**config.mk**
```make
export PLATFORM = sky130hd
export DESIGN_NAME = r5p_bus_arb_flat
export DESIGN_NICKNAME = d
export VERILOG_FILES = /design/src/rtl/r5p_bus_arb_if.sv /design/src/rtl/r5p_bus_arb.sv /design/src/flat_wrapper.sv
export SDC_FILE = /design/constraint.sdc
export NUM_CORES = 1
export LEC_CHECK = 0
export CAP_MARGIN = 20
export CORE_AREA = 2 2 110 112
export CTS_BUF_LIST = sky130_fd_sc_hd__clkbuf_2
export DETAILED_ROUTE_END_ITERATION = 8
export DIE_AREA = 0 0 112 114
export GPL_TIMING_DRIVEN = 0
export REMOVE_ABC_BUFFERS = 1
export SLEW_MARGIN = 15
export SYNTH_ARGS = -nofsm -noshare
export SYNTH_HDL_FRONTEND = slang
export SYNTH_SLANG_ARGS = --single-unit
```
**constraint.sdc**
```tcl
create_clock -name clk -period 3.5 [get_ports clk]
set_input_delay 0.7 -clock clk [delete_from_list [all_inputs] [get_ports clk]]
set_output_delay 0.7 -clock clk [all_outputs]
set_load 0.02 [all_outputs]
```
**src/rtl/r5p_bus_arb_if.sv**
```systemverilog
// Request/response bundle shared by the two r5p requester ports and the memory port.
// The arbiter takes requests on the slave modport and drives memory through the master modport.
interface r5p_bus_arb_if #(
    parameter int AW = 22,
    parameter int DW = 32,
    parameter int BW = DW/8
);
    logic          vld;
    logic          wen;
    logic [AW-1:0] adr;
    logic [BW-1:0] ben;
    logic [DW-1:0] wdt;
    logic [DW-1:0] rdt;
    logic          rvl;
    logic          rdy;

    modport slave  (input vld, wen, adr, ben, wdt, output rdt, rvl, rdy);
    modport master (output vld, wen, adr, ben, wdt, input rdt, rdy);
endinterface

```
**src/rtl/r5p_bus_arb.sv**
```systemverilog
// Two-requester (IF/LS) arbiter onto a single unified memory port, with grant lock,
// round-robin or fixed priority, and read-response routing after a fixed latency.
module r5p_bus_arb #(
    parameter int AW  = 22,
    parameter int DW  = 32,
    parameter int BW  = DW/8,
    parameter int LAT = 1,
    parameter int PRI = 0
) (
    input  logic                clk,
    input  logic                rst,
    r5p_bus_arb_if.slave        s0,
    r5p_bus_arb_if.slave        s1,
    r5p_bus_arb_if.master       m
);
    localparam bit RR = (PRI == 0);

    typedef enum logic {ST_FREE, ST_LOCK} state_t;

    state_t        state, state_nxt;
    logic          lock_id, lock_id_nxt;
    logic          ptr, ptr_nxt;
    logic          gnt;
    logic          m_vld_c;
    logic          xfer;
    logic          wen_c;
    logic [AW-1:0] adr_c;
    logic [BW-1:0] ben_c;
    logic [DW-1:0] wdt_c;

    always_ff @(posedge clk) begin
        if (rst) begin
            state   <= ST_FREE;
            lock_id <= 1'b0;
            ptr     <= 1'b0;
        end else begin
            state   <= state_nxt;
            lock_id <= lock_id_nxt;
            ptr     <= ptr_nxt;
        end
    end

    // A stalled request pins the grant until its handshake, so no switch happens mid-request.
    always_comb begin
        gnt         = 1'b1;
        state_nxt   = state;
        lock_id_nxt = lock_id;
        ptr_nxt     = ptr;
        if (state == ST_LOCK)          gnt = lock_id;
        else if (s0.vld && s1.vld)     gnt = RR ? ptr : 1'b0;
        else if (s0.vld)               gnt = 1'b0;
        m_vld_c = ~rst & (gnt ? s1.vld : s0.vld);
        xfer    = m_vld_c & m.rdy;
        case (state)
            ST_FREE: if (m_vld_c && !m.rdy) begin
                state_nxt   = ST_LOCK;
                lock_id_nxt = gnt;
            end
            ST_LOCK: if (xfer) state_nxt = ST_FREE;
            default: state_nxt = ST_FREE;
        endcase
        if (xfer && RR) ptr_nxt = ~gnt;
    end

    // Idle selects s1, so the request fields carry s1 values when nobody asks.
    assign wen_c = gnt ? s1.wen : s0.wen;
    assign adr_c = gnt ? s1.adr : s0.adr;
    assign ben_c = gnt ? s1.ben : s0.ben;
    assign wdt_c = gnt ? s1.wdt : s0.wdt;

    assign m.vld = m_vld_c;
    assign m.wen = wen_c;
    assign m.adr = adr_c;
    assign m.ben = ben_c;
    assign m.wdt = wdt_c;

    assign s0.rdy = ~rst & m.rdy & ~gnt;
    assign s1.rdy = ~rst & m.rdy &  gnt;
    assign s0.rdt = m.rdt;
    assign s1.rdt = m.rdt;

    generate
        if (LAT == 0) begin : g_lat0
            assign s0.rvl = xfer & ~wen_c & ~gnt;
            assign s1.rvl = xfer & ~wen_c &  gnt;
        end else begin : g_pipe
            logic [LAT-1:0] vld_p;
            logic [LAT-1:0] id_p;

            // Response pipe: one slot per cycle of memory latency; writes push empty slots.
            always_ff @(posedge clk) begin
                if (rst) begin
                    vld_p <= '0;
                end else begin
                    vld_p[0] <= xfer & ~wen_c;
                    for (int i = 1; i < LAT; i++) vld_p[i] <= vld_p[i-1];
                end
            end

            always_ff @(posedge clk) begin
                id_p[0] <= gnt;
                for (int i = 1; i < LAT; i++) id_p[i] <= id_p[i-1];
            end

            assign s0.rvl = ~rst & vld_p[LAT-1] & ~id_p[LAT-1];
            assign s1.rvl = ~rst & vld_p[LAT-1] &  id_p[LAT-1];
        end
    endgenerate
endmodule

```
**src/flat_wrapper.sv**
```systemverilog
// flat-port wrapper written by rule: the top's interface ports become plain ports
module r5p_bus_arb_flat 
#(
    parameter int AW  = 22,
    parameter int DW  = 32,
    parameter int BW  = DW/8,
    parameter int LAT = 1,
    parameter int PRI = 0
)
  (clk, rst, s0_vld, s0_wen, s0_adr, s0_ben, s0_wdt, s0_rdt, s0_rvl, s0_rdy, s1_vld, s1_wen, s1_adr, s1_ben, s1_wdt, s1_rdt, s1_rvl, s1_rdy, m_vld, m_wen, m_adr, m_ben, m_wdt, m_rdt, m_rdy);
  r5p_bus_arb_if #(.AW(AW), .DW(DW), .BW(BW)) s0_i ();
  r5p_bus_arb_if #(.AW(AW), .DW(DW), .BW(BW)) s1_i ();
  r5p_bus_arb_if #(.AW(AW), .DW(DW), .BW(BW)) m_i ();
  input  logic clk;
  input  logic rst;
  input wire logic [$bits(s0_i.vld)-1:0] s0_vld;
  input wire logic [$bits(s0_i.wen)-1:0] s0_wen;
  input wire logic [$bits(s0_i.adr)-1:0] s0_adr;
  input wire logic [$bits(s0_i.ben)-1:0] s0_ben;
  input wire logic [$bits(s0_i.wdt)-1:0] s0_wdt;
  output wire logic [$bits(s0_i.rdt)-1:0] s0_rdt;
  output wire logic [$bits(s0_i.rvl)-1:0] s0_rvl;
  output wire logic [$bits(s0_i.rdy)-1:0] s0_rdy;
  input wire logic [$bits(s1_i.vld)-1:0] s1_vld;
  input wire logic [$bits(s1_i.wen)-1:0] s1_wen;
  input wire logic [$bits(s1_i.adr)-1:0] s1_adr;
  input wire logic [$bits(s1_i.ben)-1:0] s1_ben;
  input wire logic [$bits(s1_i.wdt)-1:0] s1_wdt;
  output wire logic [$bits(s1_i.rdt)-1:0] s1_rdt;
  output wire logic [$bits(s1_i.rvl)-1:0] s1_rvl;
  output wire logic [$bits(s1_i.rdy)-1:0] s1_rdy;
  output wire logic [$bits(m_i.vld)-1:0] m_vld;
  output wire logic [$bits(m_i.wen)-1:0] m_wen;
  output wire logic [$bits(m_i.adr)-1:0] m_adr;
  output wire logic [$bits(m_i.ben)-1:0] m_ben;
  output wire logic [$bits(m_i.wdt)-1:0] m_wdt;
  input wire logic [$bits(m_i.rdt)-1:0] m_rdt;
  input wire logic [$bits(m_i.rdy)-1:0] m_rdy;
  assign s0_i.vld = s0_vld;
  assign s0_i.wen = s0_wen;
  assign s0_i.adr = s0_adr;
  assign s0_i.ben = s0_ben;
  assign s0_i.wdt = s0_wdt;
  assign s0_rdt = s0_i.rdt;
  assign s0_rvl = s0_i.rvl;
  assign s0_rdy = s0_i.rdy;
  assign s1_i.vld = s1_vld;
  assign s1_i.wen = s1_wen;
  assign s1_i.adr = s1_adr;
  assign s1_i.ben = s1_ben;
  assign s1_i.wdt = s1_wdt;
  assign s1_rdt = s1_i.rdt;
  assign s1_rvl = s1_i.rvl;
  assign s1_rdy = s1_i.rdy;
  assign m_vld = m_i.vld;
  assign m_wen = m_i.wen;
  assign m_adr = m_i.adr;
  assign m_ben = m_i.ben;
  assign m_wdt = m_i.wdt;
  assign m_i.rdt = m_rdt;
  assign m_i.rdy = m_rdy;
  r5p_bus_arb #(.AW(AW), .DW(DW), .BW(BW), .LAT(LAT), .PRI(PRI)) u_core (.clk(clk), .rst(rst), .s0(s0_i), .s1(s1_i), .m(m_i));
endmodule
```
==> results.md <==
- Bufs and invs on worst path: 3
- Yosys Warn Count: 0
- Post-synthesis register bit count: 5
- CP max FO: 12
- Placed instance area: 0.00321 sq mm
- Dpl ws: -0.396 ns
- Area Growth Syn to Fin: 90.9%
- Via-to-Cell Ratio: 3.97
- Largest net degree at the start of global routing: 39
- Leading cell type in the layout, fill and taps excluded: clkdlybuf4s50_1
- Synth unique cells: 22
- Fin crit period: 3.44 ns
- Routability Congestion: 0.742
- Die height: 114 um
- Initial antenna violation count: 0
- Most frequent cell on the critical path: clkdlybuf4s50_1
- Mean post-synth cell area: 10.5 sq um
- GR Overflow Total: 0
- CP max stage delay: 0.57 ns
- Most frequent cells in the layout: 148 x clkdlybuf4s50_1, 56 x mux2_4, 35 x dlygate4sd2_1
- H-tree Lvls: 1
- RSZ-0062 raised after global routing: no
- Tcrit/Tclk final: 98.2%
- Top cells by area, synth: mux2_4 50%, buf_4 28%, dfxtp_1 5.9%
- Clk_lat worst skew: 0.23 ns
- Clock buffer depth: 2
- Top cell type's share of synthesized area: 49.7%
- Layout cells sized above 1: 24.0%
- Worst slew pin tran: 0.546 ns
- Post-detail-place hpwl: 7.35 mm
- Hold Buf Count CTS: 0
- Drc violations: 0
- CTS tree: yes
- Final cell count without fillers: 430
- Crit path arrival time: 2.74 ns
- Syn Inst Count: 161
- Worst Setup Path Type: input port to output pin
- Clock Skews: 0.00490 ns
- Maximum vdd drop: 0.000146 V
- CP required: 2.80 ns
- Clock transition at path regs: 0.06 ns
- Status: completed
- Core area: 0.0117 sq mm
- Cell Rows: 40
- ANT cells: 0
- Final hold vios: 0
- WL per Instance: 20.9 um
- Die ar.: 0.0128 sq mm
- Layout Cell Area excl Fill: 0.00323 sq mm
- Max Cap Viol: 0
- Routed wire length: 8.98 mm
- First-pass GRT wire length: 11.6 mm
- Final worst setup slack: 0.0618 ns
- Initial Utilization: 14.4%
- Rel. slew slack: 63.5%
- Top-level port count: 283
- Vias in the first global route: 1,639
- Clock root buffer: clkbuf_2
- Critical path's top delay family: buffers and inverters
- Lkg Pwr: 1.44 nW
- Num Clock Sinks: 5
- Post-DRT Antenna Nets: 0
- Endpoints failing setup: 0
- Seq/Total Area, Yosys: 5.92%
- Hold WC Path Type: flop to flop
- Pwr Density: 225 mW/mm^2
- Startpoint types: input port
- I/O Buffers: 186
- CP max stage cell: clkdlybuf4s50_1
- Design Power: 0.728 mW
- Placed insts: 424
- 1st-pass router iterations: 4
- Critical path cell sequence: clkdlybuf4s50_1 > nand2_2 > a31o_4 > buf_6 > mux2_4 > clkdlybuf4s50_1
- Die width: 112 um
- Nets: 439
- Post-Syn Area: 0.00169 sq mm
- Yosys top cell by area: mux2_4
- Via Count: 1,706
- Max-slew violation count: 0
- Gr usage total: 12.4%
- CP Capture Type: output pin
- Fmax: 0.291 GHz
- Initial DRC Count: 51
- Filler Cell Count: 1,264
- CTS buffer count: 3
-- layout make-up --
cell class | instances | area (sq um) | area share (%)
repair buffers | 188 | 1860 | 57.7
well taps | 147 | 184 | 5.70
clock buffers | 4 | 20.0 | 0.620
inverters | 4 | 15.0 | 0.465
flip-flops and latches | 5 | 100 | 3.10
multi-input cells | 82 | 1050 | 32.4
-- synthesized netlist by cell type (all sizes together) --
library cell  count
nand3             1
o311a             1
a211oi            2
a31o              1
a211o             1
mux2             58
a21oi             1
nand2b            2
dfxtp             5
nor3b             1
and3              1
nor2              4
nor2b             1
a311oi            1
inv               4
a21o              1
nand2             2
a21bo             1
mux2i             2
buf              71
-- worst paths after layout --
kind              start          to  slack, ns  depth (start not counted)
min reg2reg  u_core.ptr  u_core.ptr       0.51                          2
min          u_core.ptr  u_core.ptr       0.51                          2
max reg2reg        flop  u_core.ptr       1.79                          5
max              s1_vld   m_adr[18]       0.06                          6
-- per-stage QoR --
step | utilization (%) | TNS (ns) | hold WS [ns]
floorplan | - | -39.65 | 0.447
global placement | 27.1 | -155.72 | 0.471
detailed placement | 27.4 | -11.12 | 0.497
CTS | 27.4 | 0 | 0.519
global route | 27.6 | 0 | 0.541
finish | 27.6 | 0 | 0.512
-- report_power, final --
part	internal, mW	switching (mW)
sequential	0.0617	0.00396
combinational	0.361	0.242
clock	0.0303	0.0284
total	0.453	0.275
-- routing by layer --
metal	vias up	part of all wire (%)	GRT usage, %
met5	-	0.75	7.45
met4	2	0.24	1.14
met2	176	40	16.3
li1	735	-	-
met3	8	18	10.4
met1	785	41	15.5
-- cell families after synthesis --
family / count (synthesis) / share of synthesized area [%]
and+or+nand+nor: 12 / 3.55
AOI/OAI and AO/OA: 9 / 4.36
buffers and inverters: 75 / 33.9
DFF: 5 / 5.92
muxes: 60 / 52.2
-- worst register-to-register path: stages (launching register included) --
cell     delay (ns)
dfxtp_1        0.41
nor2b_1        0.49
a31o_4         0.21
buf_16         0.26
inv_1          0.12
mux2i_1        0.14
-- repair_timing --
item	CTS	global route
pin swaps	1	0
gates cloned	1	0
endpoints found under the setup margin	41	23
setup buffers	1	0
gates resized for setup	36	5
No activity file was read; power rests on OpenSTA's default activity.
